### src/rtl/cap_grant_arbiter.sv
// -----------------------------------------------------------------------------
// cap_grant_arbiter
//
// Round-robin arbiter for the platform side of the CAP request/grant/release
// channel. One shared capability is granted to one requester at a time. A
// holder that keeps the capability too long while others wait is asked to give
// it back through its release line. Revocation is cooperative only: the grant
// is never withdrawn while the holder still requests.
//
// Build option:
//   CAP_ARB_REVOKE_EN  defined   -> hold counter and REVOKE state are built.
//                      undefined -> s_rel is tied low, C_MAX_HOLD is ignored.
//
// Parameters:
//   C_NUM_REQ   number of requesters (1..16)
//   C_MAX_HOLD  contended-hold budget in cycles; 0 disables revoke
//   C_OWNER_W   width of s_owner (>= clog2(C_NUM_REQ), minimum 1)
//
// Ports:
//   aclk     in   clock, rising edge
//   aresetn  in   asynchronous active-low reset
//   s_req    in   request/hold lines, one per requester
//   s_gnt    out  one-hot-or-zero grant
//   s_rel    out  revoke request to the current holder (subset of s_gnt)
//   s_busy   out  high while a grant is asserted
//   s_owner  out  index of the current holder, 0 when idle
// -----------------------------------------------------------------------------
module cap_grant_arbiter #(
  parameter int C_NUM_REQ  = 4,
  parameter int C_MAX_HOLD = 256,
  parameter int C_OWNER_W  = 4
) (
  input  logic                 aclk,
  input  logic                 aresetn,
  input  logic [C_NUM_REQ-1:0] s_req,
  output logic [C_NUM_REQ-1:0] s_gnt,
  output logic [C_NUM_REQ-1:0] s_rel,
  output logic                 s_busy,
  output logic [C_OWNER_W-1:0] s_owner
);

  localparam int IDX_W = (C_NUM_REQ > 1) ? $clog2(C_NUM_REQ) : 1;

`ifdef CAP_ARB_REVOKE_EN
  typedef enum logic [1:0] {ST_IDLE, ST_GRANT, ST_REVOKE, ST_GAP} state_t;
  localparam int CNT_W = (C_MAX_HOLD > 0) ? $clog2(C_MAX_HOLD + 1) : 1;
  localparam logic [CNT_W-1:0] CNT_MAX = CNT_W'(C_MAX_HOLD);
`else
  typedef enum logic [1:0] {ST_IDLE, ST_GRANT, ST_GAP} state_t;
`endif

  state_t                 state_q;
  logic [C_NUM_REQ-1:0]   gnt_q;
  logic                   busy_q;
  logic [C_OWNER_W-1:0]   owner_q;
  logic [IDX_W-1:0]       ptr_q;
  logic [IDX_W-1:0]       h_q;

  logic [IDX_W-1:0]       pick_idx;
  logic                   pick_valid;
  logic [C_NUM_REQ-1:0]   pick_onehot;
  logic [C_NUM_REQ-1:0]   hold_onehot;
  logic                   holder_req;
  logic                   others_req;
  logic [IDX_W-1:0]       ptr_d;

  // (base + off) mod C_NUM_REQ, with base < C_NUM_REQ and off < C_NUM_REQ.
  function automatic logic [IDX_W-1:0] rot_idx(input logic [IDX_W-1:0] base,
                                               input int off);
    int sum;
    sum = int'(base) + off;
    if (sum >= C_NUM_REQ) sum = sum - C_NUM_REQ;
    return IDX_W'(sum);
  endfunction

  // Scan from ptr upward; iterating from the farthest offset down lets the
  // nearest set bit overwrite earlier candidates.
  always_comb begin
    pick_valid = 1'b0;
    pick_idx   = '0;
    for (int o = C_NUM_REQ - 1; o >= 0; o--) begin
      if (s_req[rot_idx(ptr_q, o)]) begin
        pick_valid = 1'b1;
        pick_idx   = rot_idx(ptr_q, o);
      end
    end
  end

  genvar gi;
  generate
    for (gi = 0; gi < C_NUM_REQ; gi++) begin : g_onehot
      assign pick_onehot[gi] = (pick_idx == IDX_W'(gi));
      assign hold_onehot[gi] = (h_q == IDX_W'(gi));
    end
  endgenerate

  assign holder_req = |(s_req & hold_onehot);
  assign others_req = |(s_req & ~hold_onehot);
  assign ptr_d      = (h_q == IDX_W'(C_NUM_REQ - 1)) ? '0 : h_q + 1'b1;

`ifdef CAP_ARB_REVOKE_EN
  logic [C_NUM_REQ-1:0] rel_q;
  logic [CNT_W-1:0]     cnt_q;
  logic [CNT_W-1:0]     cnt_d;
  logic                 revoke_hit;

  // Count only contended cycles; saturate at the budget.
  always_comb begin
    cnt_d = cnt_q;
    if (others_req && (cnt_q != CNT_MAX)) cnt_d = cnt_q + 1'b1;
  end

  // A zero budget never revokes even though the counter sits at its maximum.
  assign revoke_hit = (C_MAX_HOLD != 0) && (cnt_d == CNT_MAX);
  assign s_rel      = rel_q;
`else
  assign s_rel      = '0;
`endif

  always_ff @(posedge aclk or negedge aresetn) begin
    if (!aresetn) begin
      state_q <= ST_IDLE;
      gnt_q   <= '0;
      busy_q  <= 1'b0;
      owner_q <= '0;
      ptr_q   <= '0;
      h_q     <= '0;
`ifdef CAP_ARB_REVOKE_EN
      rel_q   <= '0;
      cnt_q   <= '0;
`endif
    end else begin
      case (state_q)
        // GAP arbitrates exactly like IDLE, but with ptr already advanced.
        ST_IDLE, ST_GAP: begin
`ifdef CAP_ARB_REVOKE_EN
          rel_q <= '0;
          cnt_q <= '0;
`endif
          if (pick_valid) begin
            state_q <= ST_GRANT;
            gnt_q   <= pick_onehot;
            busy_q  <= 1'b1;
            owner_q <= C_OWNER_W'(pick_idx);
            h_q     <= pick_idx;
          end else begin
            state_q <= ST_IDLE;
            gnt_q   <= '0;
            busy_q  <= 1'b0;
            owner_q <= '0;
          end
        end

        ST_GRANT: begin
          if (!holder_req) begin
            // Holder release wins over a budget expiring on the same edge.
            state_q <= ST_GAP;
            gnt_q   <= '0;
            busy_q  <= 1'b0;
            owner_q <= '0;
            ptr_q   <= ptr_d;
          end else begin
`ifdef CAP_ARB_REVOKE_EN
            cnt_q <= cnt_d;
            if (revoke_hit) begin
              state_q <= ST_REVOKE;
              rel_q   <= gnt_q;
            end
`endif
          end
        end

`ifdef CAP_ARB_REVOKE_EN
        // Keep asking until the holder lets go, whether or not others still wait.
        ST_REVOKE: begin
          if (!holder_req) begin
            state_q <= ST_GAP;
            gnt_q   <= '0;
            rel_q   <= '0;
            busy_q  <= 1'b0;
            owner_q <= '0;
            ptr_q   <= ptr_d;
          end
        end
`endif

        default: begin
          state_q <= ST_IDLE;
          gnt_q   <= '0;
          busy_q  <= 1'b0;
          owner_q <= '0;
        end
      endcase
    end
  end

  assign s_gnt   = gnt_q;
  assign s_busy  = busy_q;
  assign s_owner = owner_q;

endmodule

### config.mk
export PLATFORM = sky130hd
export DESIGN_NAME = cap_grant_arbiter
export DESIGN_NICKNAME = d
export VERILOG_FILES = /design/src/rtl/cap_grant_arbiter.sv
export SDC_FILE = /design/constraint.sdc
export NUM_CORES = 1
export LEC_CHECK = 0
export BUFFER_PORTS_ARGS = -buffer_cell sky130_fd_sc_hd__buf_2
export CORE_UTILIZATION = 25
export CTS_CLUSTER_DIAMETER = 100
export DETAILED_ROUTE_END_ITERATION = 7
export GPL_TIMING_DRIVEN = 0
export HOLD_SLACK_MARGIN = 0.08
export PLACE_DENSITY_LB_ADDON = 0.25
export SYNTH_ARGS = -nofsm -noshare
export SYNTH_HDL_FRONTEND = slang
export SYNTH_SLANG_ARGS = --single-unit
### constraint.sdc
create_clock -name aclk -period 3.5 [get_ports aclk]
set_input_delay 0.35 -clock aclk [delete_from_list [all_inputs] [get_ports aclk]]
set_output_delay 0.35 -clock aclk [all_outputs]
set_load 0.005 [all_outputs]
==> results.cfg, run 1 <==
[clock_tree]
clk_latency_ps = 270
htreeDepth = 1
post_cts_resized = 0
clkSinkCount = 12
clockRootBuffer = clkbuf_4
cts_tree = built
cts_buffer_depth = 2
numCtsBuffers = 3
cts.clk_slew.worst_paths_ps = 80
post_cts_buffers = 0
ctsHoldBuffers = 1

[finish]
diodes = 0
syn_to_final_growth_pct = 24.9
finalNetCount = 89
drive_above_1_share = 0.321
final_area_um2 = 816

[die]
die_x_um = 53.1
io_pins = 19
die_h_um = 53.1
row_count = 18
core_um2 = 2480
die-area_um2 = 2820
initial_core_util = 0.264

[synthesis]
seq_area_frac_synth = 0.460
syn-mean-instance-area_um2 = 11.7
synth_top_area_frac = 0.460
synthMostInstantiatedCell = dfrtp_1
synthDistinctLibCells = 22
synth_cells = 56
synthTopCellsByCount = dfrtp_1, buf_4, a32o_1, ha_1, inv_1
synth_area_leaders = dfrtp_1, ha_1, buf_4, a32o_1, mux2i_1
async_flop_share = 1.00
synth_flop_cell = dfrtp_1
ys_ff_latch = 12
yosys_warnings = 0
yosys.area.top_type = dfrtp_1
synth_area_um2 = 653
synth_edf_count = 0

[routing]
viasPerCell = 4.48
first_pass_iters = 4
wire_per_inst_um = 11.5
vias = 484
drc = 0
drt_iter0_markers = 7
ant_nets = 0
routed_wl_um = 1240

[timing]
setup_viol = 0
tightest_slew_ps = 632
fin_crit_sh = 0.524
rsz0062_at_grt = false
skew_ps = 7.01
fmax_mhz = 546
tns_ps = 0
finalMaxSlewViolations = 0
maxSlewHeadroom = 0.577
hold_violations = 0
min_period_ps = 1830

[worst_setup_path]
r2r-end = ptr_q[1]
critPathKind = register to register
slowest_stage = dfrtp_1
worst_ep_required_time_ps = 3660
cpPeakStageDelay_ps = 400
path_cells = inv_1, ha_1, a22o_1, a221oi_2, nand3b_1, mux2_1
worstPathMaxFanout = 4
reg2reg_from = h_q[0]
r2r_cells = 6
worstSetupStartpointType = register
critPathArrivalTime_ps = 1990
critPathCaptureType = register
r2r_slack_ps = 1670

[grt]
grt_usage = 0.105
gr-total-overflow = 0
grt_pass1_vias = 446
grt_antenna_before_repair = 0
grt_pass1_wl_um = 2060
grt_max_degree = 13

[placed_design]
numPortBuffers = 12
gp_congestion = 0.764
placed_cell_area_um2 = 769
hpwl_um = 933

[power]
p_per_area_nw_per_um2 = 795
ir_drop_mv = 0.405
total_power_mw = 0.648
p_leak_nw = 0.417

[run]
drv_cap = 0

[worst_hold_path]
hp-class = primary input to async pin

[run_status]
status = complete, no violations
==> per-stage QoR <==
stage	setup slack, ps	utilization	instances	hold slack [ps]
global route	1540	0.329	108	503
global placement	1680	0.311	103	243
floorplan	1870	-	61	54.4
CTS	1650	0.329	108	481
detailed placement	1660	0.311	103	246
finish	1670	0.329	108	477
==> registers in the layout (all words and copies together), names as in the netlist <==
| name | cells |
|---|---|
| h_q | 2 |
| s_owner | 2 |
| state_q | 2 |
| s_gnt | 4 |
| ptr_q | 2 |
==> final cells by class <==
| type | count | area, um^2 |
|---|---|---|
| fill | 267 | 1660 |
| multi-input combinational | 39 | 312 |
| sequential | 12 | 300 |
| timing repair buffer | 13 | 70.1 |
| buffer | 6 | 45.0 |
| tap | 30 | 37.5 |
| clock buffer | 4 | 36.3 |
| inverter | 4 | 15.0 |
==> worst max-delay path by stage <==
stage                 from       end  slack [ps]
floorplan           h_q[0]  ptr_q[0]        1870
global placement    h_q[0]  ptr_q[1]        1680
detailed placement  h_q[0]  ptr_q[1]        1660
CTS                 h_q[0]  ptr_q[1]        1650
global route        h_q[0]  ptr_q[1]        1540
finish              h_q[0]  ptr_q[1]        1670
==> placed cells by master, fill, tap and decap left out, types with 2 or more instances in the layout <==
master,n
a21oi_1,3
mux2i_1,3
mux2_1,2
nor2_1,2
o21a_1,2
buf_4,6
ha_1,4
clkbuf_4,3
inv_1,4
a22o_1,3
buf_2,12
a32o_1,4
dfrtp_1,12
conb_1,6
==> routing by layer <==
metal,track usage,up-vias,part of all wire
li1,-,239,-
met1,0.131,231,0.51
met2,0.158,12,0.44
met3,0.0287,2,0.041
met4,0.0658,0,0.0080
met5,0,-,0
==> critical path, delay by kind of cell, from the launching register on <==
family / cells / cell delay (ps)
mux: 1 / 360
fa+ha+maj: 1 / 200
compound gates: 2 / 440
simple gates: 1 / 220
flops: 1 / 400
buf+inv: 1 / 100
==> power breakdown <==
group / switching, mW / internal, mW / total, mW
Clock: 0.0481 / 0.0632 / 0.111
Sequential: 0.0511 / 0.203 / 0.254
Combinational: 0.144 / 0.139 / 0.283
==> logic make-up after synthesis <==
group	share of synthesized area
adders and majority gates	0.0766
buffers and inverters	0.0919
other	0.00574
and+or+nand+nor	0.0728
DFF	0.460
muxes	0.0805
AOI/OAI and AO/OA	0.213
(Power assumes the default switching activity.)
==> run 2: changes to the inputs <==
ABC_AREA = 1   (was default)
clock period = 1.6 ns   (was 3.5 ns; I/O delays follow)
==> run 2 against run 1 <==
Net effect: critical path depth up 2; clock-buffer cell count stayed put; clock skew fell by 4.7 ps; die area is 31% higher; synthesized cell count rose by 120%; cell count grew 78%; clock power rose by 120%; critical path type unchanged; critical endpoint is now s_owner[0].
==> results.cfg, run 2 <==
[routing]
first_pass_iters = 4
viasPerCell = 3.95
routed_wl_um = 1770
vias = 759
drt_iter0_markers = 13
wire_per_inst_um = 9.24
drc = 0
ant_nets = 0

[grt]
grt_antenna_before_repair = 0
grt_pass1_vias = 702
grt_max_degree = 13
gr-total-overflow = 0
grt_pass1_wl_um = 2950
grt_usage = 0.105

[timing]
rsz0062_at_grt = true
fmax_mhz = 671
setup_viol = 0
skew_ps = 2.29
min_period_ps = 1490
finalMaxSlewViolations = 0
fin_crit_sh = 0.931
tns_ps = 0
hold_violations = 0

[worst_setup_path]
worstSetupStartpointType = register
critPathKind = register to register
worstPathMaxFanout = 5
critPathArrivalTime_ps = 1650
worst_ep_required_time_ps = 1760
reg2reg_from = h_q[0]
critPathCaptureType = register
startpoint = h_q[0]

[synthesis]
synth_top_area_frac = 0.346
seq_area_frac_synth = 0.346
syn-mean-instance-area_um2 = 7.17
yosys.area.top_type = dfrtp_1
synth_area_um2 = 867
synth_edf_count = 0
synth_flop_cell = dfrtp_1
synth_mux_area_frac = 0
synth_compound_area_frac = 0.0952
async_flop_share = 1.00
synthMostInstantiatedCell = nand2_1
synthDistinctLibCells = 20
synth_fa_ha_area_frac = 0.0577
synth_area_leaders = dfrtp_1, nand2_1, nand2_2, ha_1, inv_1
ys_ff_latch = 12
synthTopCellsByCount = nand2_1, inv_1, dfrtp_1, nand2_2, buf_4
synth_top_family_by_area = simple AND/OR/NAND/NOR gates
yosys.area_share.simple = 0.354
yosys_warnings = 0
synth_cells = 121
synthXorXnorAreaFrac = 0

[power]
p_seq_frac = 0.241
p_leak_nw = 0.631
p_per_area_nw_per_um2 = 2030
p_sw_frac = 0.495
ir_drop_mv = 1.06
p_clk_frac = 0.109
pwr-share-comb = 0.650
p_int_mw = 1.12
switchingPower_mw = 1.10

[finish]
multiInputGateArea_um2 = 478
syn_to_final_growth_pct = 25.7
largest_reg_flops = 4
final_cell_mix = nand2_1, nand2_2, buf_2
drive_above_1_share = 0.384
fillers = 364
seqCellArea_um2 = 302
diodes = 0
finalNetCount = 157
final_common_cell = nand2_1
layout.cells.non_filler = 192

[die]
die_h_um = 60.9
die-area_um2 = 3710
initial_core_util = 0.260
row_count = 21
die_x_um = 60.9
io_pins = 19
core_um2 = 3340

[run_status]
status = complete, no violations

[run]
drv_cap = 0

[clock_tree]
numCtsBuffers = 3
cts_buffer_depth = 2
clk_latency_ps = 270
clockRootBuffer = clkbuf_4
htreeDepth = 1
cts_tree = built
clkSinkCount = 12
cts.clk_slew.worst_paths_ps = 80

[placed_design]
dp.cells = 184
hpwl_um = 1390
gp_congestion = 0.750
numPortBuffers = 12

[worst_hold_path]
hp-class = primary input to async pin
==> run 2: cell count changes after synthesis, sizes merged, moves of 2 or more <==
| cell | delta |
|---|---|
| nand3 | +4 |
| a32o | -4 |
| o21a | -2 |
| a22o | -2 |
| nor3b | -2 |
| nor2 | +3 |
| inv | +14 |
| mux2i | -3 |
| nand4 | +2 |
| mux2 | -2 |
| o21ai | +6 |
| nand2 | +55 |
==> run 2: final timing paths <==
kind	endpoint	slack, ps	depth (start not counted)
setup / recovery	s_owner[0]	110	8
hold / removal	s_gnt[0]	290	2
setup reg to reg	s_owner[0]	110	8
hold reg to reg	s_gnt[2]	480	2
max in group asynchronous	ptr_q[1]	1070	2
min in group aclk	state_q[1]	370	5
==> run 2: what timing repair did <==
action                                  CTS  global route
pin swaps                                 0             2
buffers inserted                          2             1
endpoints found under the hold margin    12             0
resized for setup                         1             7
hold buffers                              1             0
endpoints found under the setup margin    1            10
==> run 2: cell type report <==
type                    instances  area share
multi-input cells              89       0.439
plain buffers                   7      0.0517
inverters                      18      0.0620
clock buffers                   4      0.0333
repair buffers                 16      0.0850
well taps                      46      0.0528
flip-flops and latches         12       0.277
==> run 2: cells by family after synthesis <==
family,after synthesis
and+or+nand+nor,67
buffers and inverters,25
AOI/OAI and AO/OA,12
DFF,12
adders and majority gates,4
other,1
==> run 2: metrics by stage <==
stage	total power [mW]	hold WS, ps	cell area [um^2]	setup slack (ps)	utilization
floorplan	1.56	-136	886	112	-
global placement	1.83	51.5	1000	-16.8	0.301
detailed placement	1.85	56.1	1000	-68.1	0.301
CTS	2.15	294	1060	22.6	0.319
global route	2.46	320	1090	-12.5	0.327
finish	2.22	291	1090	111	0.327
==> run 2: power by group through the flow <==
| stage | clock [mW] | sequential (mW) | combinational (mW) |
|---|---|---|---|
| 2_1_floorplan | 0 | 0.528 | 1.03 |
| 3_3_place_gp | 0 | 0.532 | 1.30 |
| 3_5_place_dp | 0 | 0.534 | 1.32 |
| 4_1_cts | 0.250 | 0.529 | 1.37 |
| 5_1_grt | 0.264 | 0.550 | 1.65 |
| 6_report | 0.241 | 0.535 | 1.44 |
==> run 2: metal layers <==
layer,wire [um],vias up,GRT usage
li1,-,406,-
met1,867,342,0.143
met2,859,11,0.174
met3,46,0,0.00853
met4,0,0,0.0390
met5,0,-,0
==> run 2: critical path, cell delays in order, from the launching register on <==
cell and delay, ps:
dfrtp_1 350, inv_1 100, ha_1 220, a22o_1 240, o21ai_2 170, inv_2 80, buf_4 140, nand2_1 50
nand2_1 50
